## config.mk

```make
export PLATFORM = sky130hd
export DESIGN_NAME = ibus_dbus_arbiter_flat
export DESIGN_NICKNAME = d
export VERILOG_FILES = /design/src/rtl/ibus_dbus_arbiter_pkg.sv /design/src/rtl/ibus_dbus_arbiter_if.sv /design/src/rtl/ibus_dbus_arbiter.sv /design/src/flat_wrapper.sv
export SDC_FILE = /design/constraint.sdc
export NUM_CORES = 1
export LEC_CHECK = 0
export ABC_AREA = 1
export BUFFER_PORTS_ARGS = -buffer_cell sky130_fd_sc_hd__buf_4
export CORE_AREA = 3 3 119 121
export DETAILED_ROUTE_END_ITERATION = 16
export DIE_AREA = 0 0 122 124
export PLACE_DENSITY = 0.44
export REMOVE_ABC_BUFFERS = 1
export SYNTH_ARGS = -nofsm -noshare
export SYNTH_HDL_FRONTEND = slang
export SYNTH_SLANG_ARGS = --single-unit
export TNS_END_PERCENT = 1
```

## constraint.sdc

```tcl
create_clock -name clk -period 2.3 [get_ports clk]
set_input_delay 0.345 -clock clk [delete_from_list [all_inputs] [get_ports clk]]
set_output_delay 0.345 -clock clk [all_outputs]
set_load 0.05 [all_outputs]
```

## src/rtl/ibus_dbus_arbiter_pkg.sv

```systemverilog
`default_nettype none
// =============================================================================
// Module      : ibus_dbus_arbiter_pkg
// Description : Avalon-MM request/response types and arbiter FSM encoding.
// Revision    : 1.0 - initial release
// =============================================================================
package ibus_dbus_arbiter_pkg;

  localparam int AVL_ADDR_W = 32;
  localparam int AVL_DATA_W = 32;
  localparam int ARB_CNT_W  = 4;

  typedef struct packed {
    logic                      read;
    logic                      write;
    logic [AVL_ADDR_W-1:0]     address;
    logic [AVL_DATA_W-1:0]     writedata;
    logic [AVL_DATA_W/8-1:0]   byteenable;
  } avalon_req_t;

  typedef struct packed {
    logic [AVL_DATA_W-1:0]     readdata;
    logic                      waitrequest;
    logic                      readdatavalid;
  } avalon_resp_t;

  typedef enum logic [2:0] {
    IDLE  = 3'd0,
    CMD_I = 3'd1,
    CMD_D = 3'd2,
    RSP_I = 3'd3,
    RSP_D = 3'd4
  } arb_state_e;

  function automatic logic req_active(input avalon_req_t req);
    return req.read | req.write;
  endfunction

endpackage
`default_nettype wire

```

## src/rtl/ibus_dbus_arbiter_if.sv

```systemverilog
`default_nettype none
// =============================================================================
// Module      : ibus_dbus_arbiter_if
// Description : One Avalon-MM link (request + response) with master/slave views.
// Revision    : 1.0 - initial release
// =============================================================================
interface ibus_dbus_arbiter_if;
  import ibus_dbus_arbiter_pkg::*;

  avalon_req_t  avalon_req;
  avalon_resp_t avalon_resp;

  modport master (output avalon_req, input avalon_resp);
  modport slave  (input avalon_req, output avalon_resp);

endinterface
`default_nettype wire

```

## src/rtl/ibus_dbus_arbiter.sv

```systemverilog
`default_nettype none
// =============================================================================
// Module      : ibus_dbus_arbiter
// Description : Shares one Avalon-MM port between ibus and dbus, one access
//               outstanding at a time, with an ibus anti-starvation guard.
// Revision    : 1.0 - initial release
// =============================================================================
module ibus_dbus_arbiter
  import ibus_dbus_arbiter_pkg::*;
#(
  parameter int ADDR_W      = AVL_ADDR_W,
  parameter int DATA_W      = AVL_DATA_W,
  parameter int ROUND_ROBIN = 0,
  parameter int MAX_WAIT    = 4
) (
  input wire                   clk,
  input wire                   rst,
  ibus_dbus_arbiter_if.slave   ibus,
  ibus_dbus_arbiter_if.slave   dbus,
  ibus_dbus_arbiter_if.master  mem
);

  localparam logic [ARB_CNT_W-1:0] c_max_wait = ARB_CNT_W'(MAX_WAIT);

  arb_state_e           r_state;
  logic [ARB_CNT_W-1:0] r_starve_cnt;
  logic                 r_rr_ptr;      // 1: ibus wins the next contention

  logic         w_i_act;
  logic         w_d_act;
  logic         w_prio_i;
  logic         w_grant_i;
  logic         w_grant_d;
  logic         w_own_i;
  logic         w_cmd_phase;
  logic         w_rsp_phase;
  logic         w_owner_act;
  avalon_req_t  w_sel_req;
  avalon_req_t  w_mem_req;
  avalon_resp_t w_iresp;
  avalon_resp_t w_dresp;

  always_comb begin
    w_i_act = req_active(ibus.avalon_req);
    w_d_act = req_active(dbus.avalon_req);

    if (ROUND_ROBIN != 0) begin
      w_prio_i = r_rr_ptr;
    end else begin
      w_prio_i = (r_starve_cnt == c_max_wait);
    end

    w_grant_i   = (r_state == IDLE) && w_i_act && (!w_d_act || w_prio_i);
    w_grant_d   = (r_state == IDLE) && w_d_act && !w_grant_i;
    w_own_i     = w_grant_i || (r_state == CMD_I) || (r_state == RSP_I);
    w_cmd_phase = w_grant_i || w_grant_d || (r_state == CMD_I) || (r_state == CMD_D);
    w_rsp_phase = (r_state == RSP_I) || (r_state == RSP_D);
    w_sel_req   = w_own_i ? ibus.avalon_req : dbus.avalon_req;
    w_owner_act = w_own_i ? w_i_act : w_d_act;
  end

  // Command forwarding; read+write together is demoted to a plain write.
  always_comb begin
    w_mem_req = '0;
    if (!rst && w_cmd_phase) begin
      w_mem_req.write                      = w_sel_req.write;
      w_mem_req.read                       = w_sel_req.read & ~w_sel_req.write;
      w_mem_req.address[ADDR_W-1:0]        = w_sel_req.address[ADDR_W-1:0];
      w_mem_req.writedata[DATA_W-1:0]      = w_sel_req.writedata[DATA_W-1:0];
      w_mem_req.byteenable[DATA_W/8-1:0]   = w_sel_req.byteenable[DATA_W/8-1:0];
    end
  end

  always_comb begin
    w_iresp = '{readdata: '0, waitrequest: 1'b1, readdatavalid: 1'b0};
    w_dresp = '{readdata: '0, waitrequest: 1'b1, readdatavalid: 1'b0};
    if (!rst) begin
      if (w_cmd_phase && w_own_i)  w_iresp.waitrequest = mem.avalon_resp.waitrequest;
      if (w_cmd_phase && !w_own_i) w_dresp.waitrequest = mem.avalon_resp.waitrequest;
      if (w_rsp_phase && mem.avalon_resp.readdatavalid) begin
        if (w_own_i) begin
          w_iresp.readdatavalid        = 1'b1;
          w_iresp.readdata[DATA_W-1:0] = mem.avalon_resp.readdata[DATA_W-1:0];
        end else begin
          w_dresp.readdatavalid        = 1'b1;
          w_dresp.readdata[DATA_W-1:0] = mem.avalon_resp.readdata[DATA_W-1:0];
        end
      end
    end
  end

  assign mem.avalon_req   = w_mem_req;
  assign ibus.avalon_resp = w_iresp;
  assign dbus.avalon_resp = w_dresp;

  always_ff @(posedge clk or posedge rst) begin
    if (rst) begin
      r_state      <= IDLE;
      r_starve_cnt <= '0;
      r_rr_ptr     <= 1'b0;
    end else begin
      case (r_state)
        IDLE: begin
          if (w_grant_i || w_grant_d) begin
            if (!mem.avalon_resp.waitrequest) begin
              if (w_sel_req.write)  r_state <= IDLE;
              else if (w_grant_i)   r_state <= RSP_I;
              else                  r_state <= RSP_D;
            end else begin
              r_state <= w_grant_i ? CMD_I : CMD_D;
            end
          end
          if (w_grant_i) begin
            r_starve_cnt <= '0;
          end else if (w_grant_d && w_i_act && (r_starve_cnt != c_max_wait)) begin
            r_starve_cnt <= r_starve_cnt + ARB_CNT_W'(1);
          end
          if (w_i_act && w_d_act) begin
            r_rr_ptr <= ~r_rr_ptr;
          end
        end
        CMD_I, CMD_D: begin
          // An owner that withdraws before acceptance is a pipeline flush.
          if (!w_owner_act) begin
            r_state <= IDLE;
          end else if (!mem.avalon_resp.waitrequest) begin
            if (w_sel_req.write)       r_state <= IDLE;
            else if (r_state == CMD_I) r_state <= RSP_I;
            else                       r_state <= RSP_D;
          end
        end
        RSP_I, RSP_D: begin
          if (mem.avalon_resp.readdatavalid) r_state <= IDLE;
        end
        default: r_state <= IDLE;
      endcase
    end
  end

  a_ibus_no_rw: assert property (@(posedge clk) disable iff (rst)
    !(ibus.avalon_req.read && ibus.avalon_req.write));
  a_dbus_no_rw: assert property (@(posedge clk) disable iff (rst)
    !(dbus.avalon_req.read && dbus.avalon_req.write));

endmodule
`default_nettype wire

```

## src/flat_wrapper.sv

```systemverilog
// flat-port wrapper written by rule: the top's interface ports become plain ports
module ibus_dbus_arbiter_flat import ibus_dbus_arbiter_pkg::*;
#(
  parameter int ADDR_W      = AVL_ADDR_W,
  parameter int DATA_W      = AVL_DATA_W,
  parameter int ROUND_ROBIN = 0,
  parameter int MAX_WAIT    = 4
)
  (clk, rst, ibus_avalon_req, ibus_avalon_resp, dbus_avalon_req, dbus_avalon_resp, mem_avalon_req, mem_avalon_resp);
  ibus_dbus_arbiter_if ibus_i ();
  ibus_dbus_arbiter_if dbus_i ();
  ibus_dbus_arbiter_if mem_i ();
  input wire clk;
  input wire rst;
  input wire logic [$bits(ibus_i.avalon_req)-1:0] ibus_avalon_req;
  output wire logic [$bits(ibus_i.avalon_resp)-1:0] ibus_avalon_resp;
  input wire logic [$bits(dbus_i.avalon_req)-1:0] dbus_avalon_req;
  output wire logic [$bits(dbus_i.avalon_resp)-1:0] dbus_avalon_resp;
  output wire logic [$bits(mem_i.avalon_req)-1:0] mem_avalon_req;
  input wire logic [$bits(mem_i.avalon_resp)-1:0] mem_avalon_resp;
  assign ibus_i.avalon_req = ibus_avalon_req;
  assign ibus_avalon_resp = ibus_i.avalon_resp;
  assign dbus_i.avalon_req = dbus_avalon_req;
  assign dbus_avalon_resp = dbus_i.avalon_resp;
  assign mem_avalon_req = mem_i.avalon_req;
  assign mem_i.avalon_resp = mem_avalon_resp;
  ibus_dbus_arbiter #(.ADDR_W(ADDR_W), .DATA_W(DATA_W), .ROUND_ROBIN(ROUND_ROBIN), .MAX_WAIT(MAX_WAIT)) u_core (.clk(clk), .rst(rst), .ibus(ibus_i), .dbus(dbus_i), .mem(mem_i));
endmodule
```

**Yosys cells after proc, flatten, opt, wreduce, memory -nomap -nowiden**

Index checks and enable logic that the tools add are counted.

- Register bits: 7
- Bits in latches: 0
- Memory bits (writable): 0
- Bits in read-only memories: 0
- Bits of input ports: 176
- Output and inout port bits: 138
- Word-level logic and storage cells: 71
- Memories: 0

- $add $sub $neg: 1
- $mul: 0
- Divide/modulo/power cells: 0
- $lt $le $gt $ge: 0
- Equality and inequality tests: 9
- Shift operators: 0
- Multiplexer cells: 28
- Bitwise operators: 4
- Reductions and logical operators: 27

Operator list:

| kind | count |
|---|---|
| two-way mux 70 bit | 2 |
| two-way mux 32 bit | 4 |
| two-way mux 34 bit | 2 |
| two-way mux 3 bit | 9 |
| logical AND 1 bit | 10 |
| one-hot mux 3 bit (3 select lines) | 1 |
| two-way mux 4 bit | 2 |
| logical OR 1 bit | 7 |
| two-way mux 1 bit | 7 |
| equality test 3 x 2 -> 1 bit (second input constant) | 2 |
| adder 4 x 1 -> 4 bit (second input constant) | 1 |
| equality test 4 x 3 -> 1 bit (second input constant) | 1 |
| logical NOT 1 bit | 4 |
| != test 2 bit (second input constant) | 2 |
| != test 4 x 3 -> 1 bit (second input constant) | 1 |
| OR reduction 2 bit | 2 |
| equality test 3 x 1 -> 1 bit (second input constant) | 1 |
| equality test 3 bit (second input constant) | 1 |
| logical NOT 3 bit | 1 |
| != test 3 bit (second input constant) | 1 |
| AND reduction 3 bit | 1 |
| two-way mux 2 bit | 1 |
| bitwise OR 1 bit | 2 |
| AND reduction 2 bit | 1 |
| other kinds (3) | 3 |

**Logic depth before layout (Yosys ltp)**

- Depth after elaboration: 12
- Mapped depth: 13

**Least setup slack after synthesis**

OpenSTA, ideal clock, no wires.

- Kind: register to output
- Start point: reg u_core.r_starve_cnt[0]
- End point: out dbus_avalon_resp[10]
- Arrival time: 2.622 ns
- Data required time: 1.955 ns
- Path slack: -0.667 ns
- Cell stages (with the launch flop): 11
- Path buffers: 1
- Cells stage by stage: dfrtp_1 -> inv_1 -> ha_1 -> nand3_1 -> nand2_1 -> nand2_4 -> nand2_4 -> nor3_2 -> inv_2 -> buf_2 -> nor2_1

- Word-level cells in the longest chain between the ends: 8

Ends and longest elaborated chain:

| item | line | RTL |
|---|---|---|
| start, declared | ibus_dbus_arbiter.sv:26 | `logic [ARB_CNT_W-1:0] r_starve_cnt;` |
| start signal, assigned | ibus_dbus_arbiter.sv:116 | `r_starve_cnt <= r_starve_cnt + ARB_CNT_W'(1);` |
| equality test 4 x 3 -> 1 bit | ibus_dbus_arbiter.sv:50 | `w_prio_i = (r_starve_cnt == c_max_wait);` |
| logical OR 1 bit | ibus_dbus_arbiter.sv:53 | `w_grant_i = (r_state == IDLE) && w_i_act && (!w_d_act \|\| w_prio_i);` |
| logical AND 1 bit | ibus_dbus_arbiter.sv:53 |  |
| logical OR 1 bit (2 in a row) | ibus_dbus_arbiter.sv:55 | `w_own_i = w_grant_i \|\| (r_state == CMD_I) \|\| (r_state == RSP_I);` |
| two-way mux 32 bit | ibus_dbus_arbiter.sv:81 | `if (w_own_i) begin` |
| two-way mux 32 bit | ibus_dbus_arbiter.sv:80 | `if (w_rsp_phase && mem.avalon_resp.readdatavalid) begin` |
| two-way mux 34 bit | ibus_dbus_arbiter.sv:77 | `if (!rst) begin` |
| end, declared | flat_wrapper.sv:18 | `output wire logic [$bits(dbus_i.avalon_resp)-1:0] dbus_avalon_resp;` |

Every way passes these cells.

**Final worst setup path**

- Start point: reg u_core.r_state[0]
- End point: out mem_avalon_req[39]

- Word-level cells in the longest chain between the ends: 10

Ends and longest elaborated chain:

| item | line | RTL |
|---|---|---|
| start, declared | ibus_dbus_arbiter.sv:25 | `arb_state_e r_state;` |
| start signal, assigned | ibus_dbus_arbiter.sv:110 | `r_state <= w_grant_i ? CMD_I : CMD_D;` |
| logical NOT 3 bit | ibus_dbus_arbiter.sv:53, ibus_dbus_arbiter.sv:54 |  |
| logical AND 1 bit (2 in a row) | ibus_dbus_arbiter.sv:53 |  |
| logical NOT 1 bit | ibus_dbus_arbiter.sv:54 | `w_grant_d = (r_state == IDLE) && w_d_act && !w_grant_i;` |
| logical AND 1 bit | ibus_dbus_arbiter.sv:54 |  |
| logical OR 1 bit (3 in a row) | ibus_dbus_arbiter.sv:56 | `w_cmd_phase = w_grant_i \|\| w_grant_d \|\| (r_state == CMD_I) \|\| (r_state == CMD_D);` |
| logical AND 1 bit | ibus_dbus_arbiter.sv:65 | `if (!rst && w_cmd_phase) begin` |
| two-way mux 70 bit * | ibus_dbus_arbiter.sv:65 |  |
| end, declared | flat_wrapper.sv:19 | `output wire logic [$bits(mem_i.avalon_req)-1:0] mem_avalon_req;` |

Every way passes the cells marked *; elsewhere a longest branch is shown, timed or not.

==> metrics.cfg <==
[detailed_routing]
drtAntennaViolNets=0
post_drt_wl_per_cell_um=19.34
dr.pass1.iters=5
drc=0
detail_route.iter0.violations=109
detail_route.wirelength_um=15030
num_vias=3270
drt-vias-per-instance=4.208

[sta]
max_freq_ghz=0.4234
timing_hold_violations_final=0
fin_crit_ns=2.362
timing.final.max_slew_violations=0
worst_pin_slew_ns=0.3067
setup_ws_ns=-0.06168
max-slew-margin-rel_pct=79.53
hold_ws_ns=0.2079
min_period_over_period_pct=102.7
setup_viol=98
rsz0062_at_grt=true
clock-skew-final_ns=0.001363

[synth]
synth_area_per_cell_um2=6.498
top_count_cell_post_synth=a22o_1
synth.largest_area_cell=a22o_1
yosysTopAreaCellShare_pct=31.61
yosys_register_bits=7
post_synth_main_area_contributors=a22o_1 (32%), inv_1 (10%), nor2_2 (10%)
synth_edf_count=0
post_synth_inst_count=290
yosys-top-cells-count=a22o_1 (68), inv_1 (52), nor2_1 (42), nor2_2 (31), nand2_1 (28)
synth_cell_types=28
dominantRegCellSynth=dfrtp_1
synthesis.yosys.warnings=0
yosysSeqAreaShare_pct=9.296
synth-async-reset-ratio_pct=100.0
synth.cell_area_mm2=0.001884

[layout]
areaGrowthSynthToFinish_pct=172.1
total_inserted_antenna_cells=0
fin_cells=777
layout-drive-gt1-share_pct=65.06
layout.nets=780

[worst_setup_path]
crit_required_ns=1.96
critPathMaxFanout=18
timing.reg2reg.setup_slack_ns=0.51
cp_data_arrival_time_ns=2.02
path_class=register to primary output
timing.critical_path.from_type=register
critical_path.endpoint_type=primary output

[placed_design]
hpwl_um=12310
gp_congestion=0.8297
dpl_worst_slack_ns=0.005376
numPortBuffers=313
dp.cells=766

[power]
leakagePower_uw=0.002795
power.density_cell_area_mw_per_mm2=987.0
ir_drop_uv=483.5

[global_routing]
first_pass_grt_wire_length_um=19560
pin_count_of_the_biggest_net_entering_global_routing=36
grt_remaining_overflow=0
global_route.peak_usage_layer=met2
gr-usage-met2_pct=31.84
number_of_global_route_vias_before_repair=3023
grt_antenna_before_repair=1
groute.usage.overall_pct=17.05
met1_usage_pct=19.32
grt.met3_usage_pct=5.450

[floorplanning]
chip_height_um=124
die-width_um=122
placeableCoreArea_mm2=0.01319
core.rowCount=42
die-area_mm2=0.01513
ios=314
start_util_pct=14.29

[clock_tree]
cts.sink_count=7
cts_root_buf=clkbuf_16
cts-htree-levels=1
register_clock_pin_slew_on_the_reported_worst_setup_and_hold_paths_ns=0.04
clock_latency_late_sink_ns=0.23
cts_tree=yes
cts_hold_fix_bufs=0
cts-buffers-inserted=3
clockBufferDepth=2

[run_status]
outcome=complete, but fails checks
failing_checks=setup timing

[flow_run]
timing.max_cap.violations=0

[min_path]
worstHoldPathType=input pin to async pin

worst max-delay path, stage by stage (launching register included):
cell and delay [ns]:
dfrtp_2 0.44, nor2_4 0.14, nand2_4 0.09, nor2_8 0.13
nand2_4 0.09, nand2_8 0.10, inv_6 0.05, nor2_8 0.18
buf_12 0.18, a22o_1 0.20, buf_6 0.18
report_power, final:
part	switching (µW)	leakage (µW)	internal [µW]
clock	61.8	0.0000382	230
sequential	49.9	0.0000891	174
combinational	2880	0.00267	1670
final timing paths:
check	from	endpoint	cells after the start
hold reg to reg	u_core.r_state[1]	u_core.r_state[1]	2
min in group clk	mem_avalon_resp[1]	u_core.r_state[2]	6
setup reg to reg	u_core.r_state[0]	u_core.r_state[1]	12
max in group asynchronous	rst	u_core.r_state[1]	3
setup / recovery	u_core.r_state[0]	mem_avalon_req[39]	10
hold / removal	rst	u_core.r_starve_cnt[2]	3
layout by cell type, fill, tap and decap left out, types with 3 or more instances in the layout:
cell type and count:
buf_4 197, buf_6 120, nand2_2 3, dfrtp_1 5
inv_2 4, buf_12 6, buf_8 4, nor2_4 4
nand3_1 10, nand2_1 26, inv_1 49, clkbuf_16 3
nor2_1 38, a22o_1 68, o21ai_0 3, nor2_2 33
nand2_4 3
logic make-up (layout without fill, tap and decap cells):
logic type,count (synthesis),after routing,share of synthesized area (%)
compound gates,76,76,34.00
flops,7,7,9.296
fa+ha+maj,2,2,1.328
buf+inv,75,386,18.59
simple gates,129,129,36.32
xor+xnor,1,1,0.4649
metrics by stage:
step	cell area [µm²]	util [%]	power, µW	TNS (ns)
after floorplan	1743	-	2846	-67.56
after global placement	4428	33.57	4253	0
after detailed placement	4428	33.57	4260	0
after CTS	5049	38.28	5071	-5.040
after global routing	5127	38.87	5275	-18.59
final	5127	38.87	5061	-2.518
what timing repair did:
item,CTS,global route
cloned,2,0
hold endpoints to repair,0,0
buffers inserted,4,3
resized for setup,125,31
endpoints found under the setup margin,133,137
pin swaps,16,7
registers in the layout, summed over array words and instances (netlist names):
register / count
u_core.r_state: 3
u_core.r_starve_cnt: 4
layout make-up:
cell class	count	area, µm²
Fill cell	1443	8063
Timing Repair Buffer	327	3010
Multi-Input combinational cell	208	1424
Tap cell	176	220.2
Inverter	55	216.5
Sequential cell	7	177.7
Clock buffer	4	78.83
routing by layer:
metal / vias to the layer above / share of wire, % / wire (µm)
met1: 1526 / 35 / 5261
met5: - / 0.093 / 14
met2: 139 / 54 / 8167
met4: 2 / 1.4 / 208
li1: 1589 / - / -
met3: 14 / 9.2 / 1377
(Power assumes the default switching activity.)
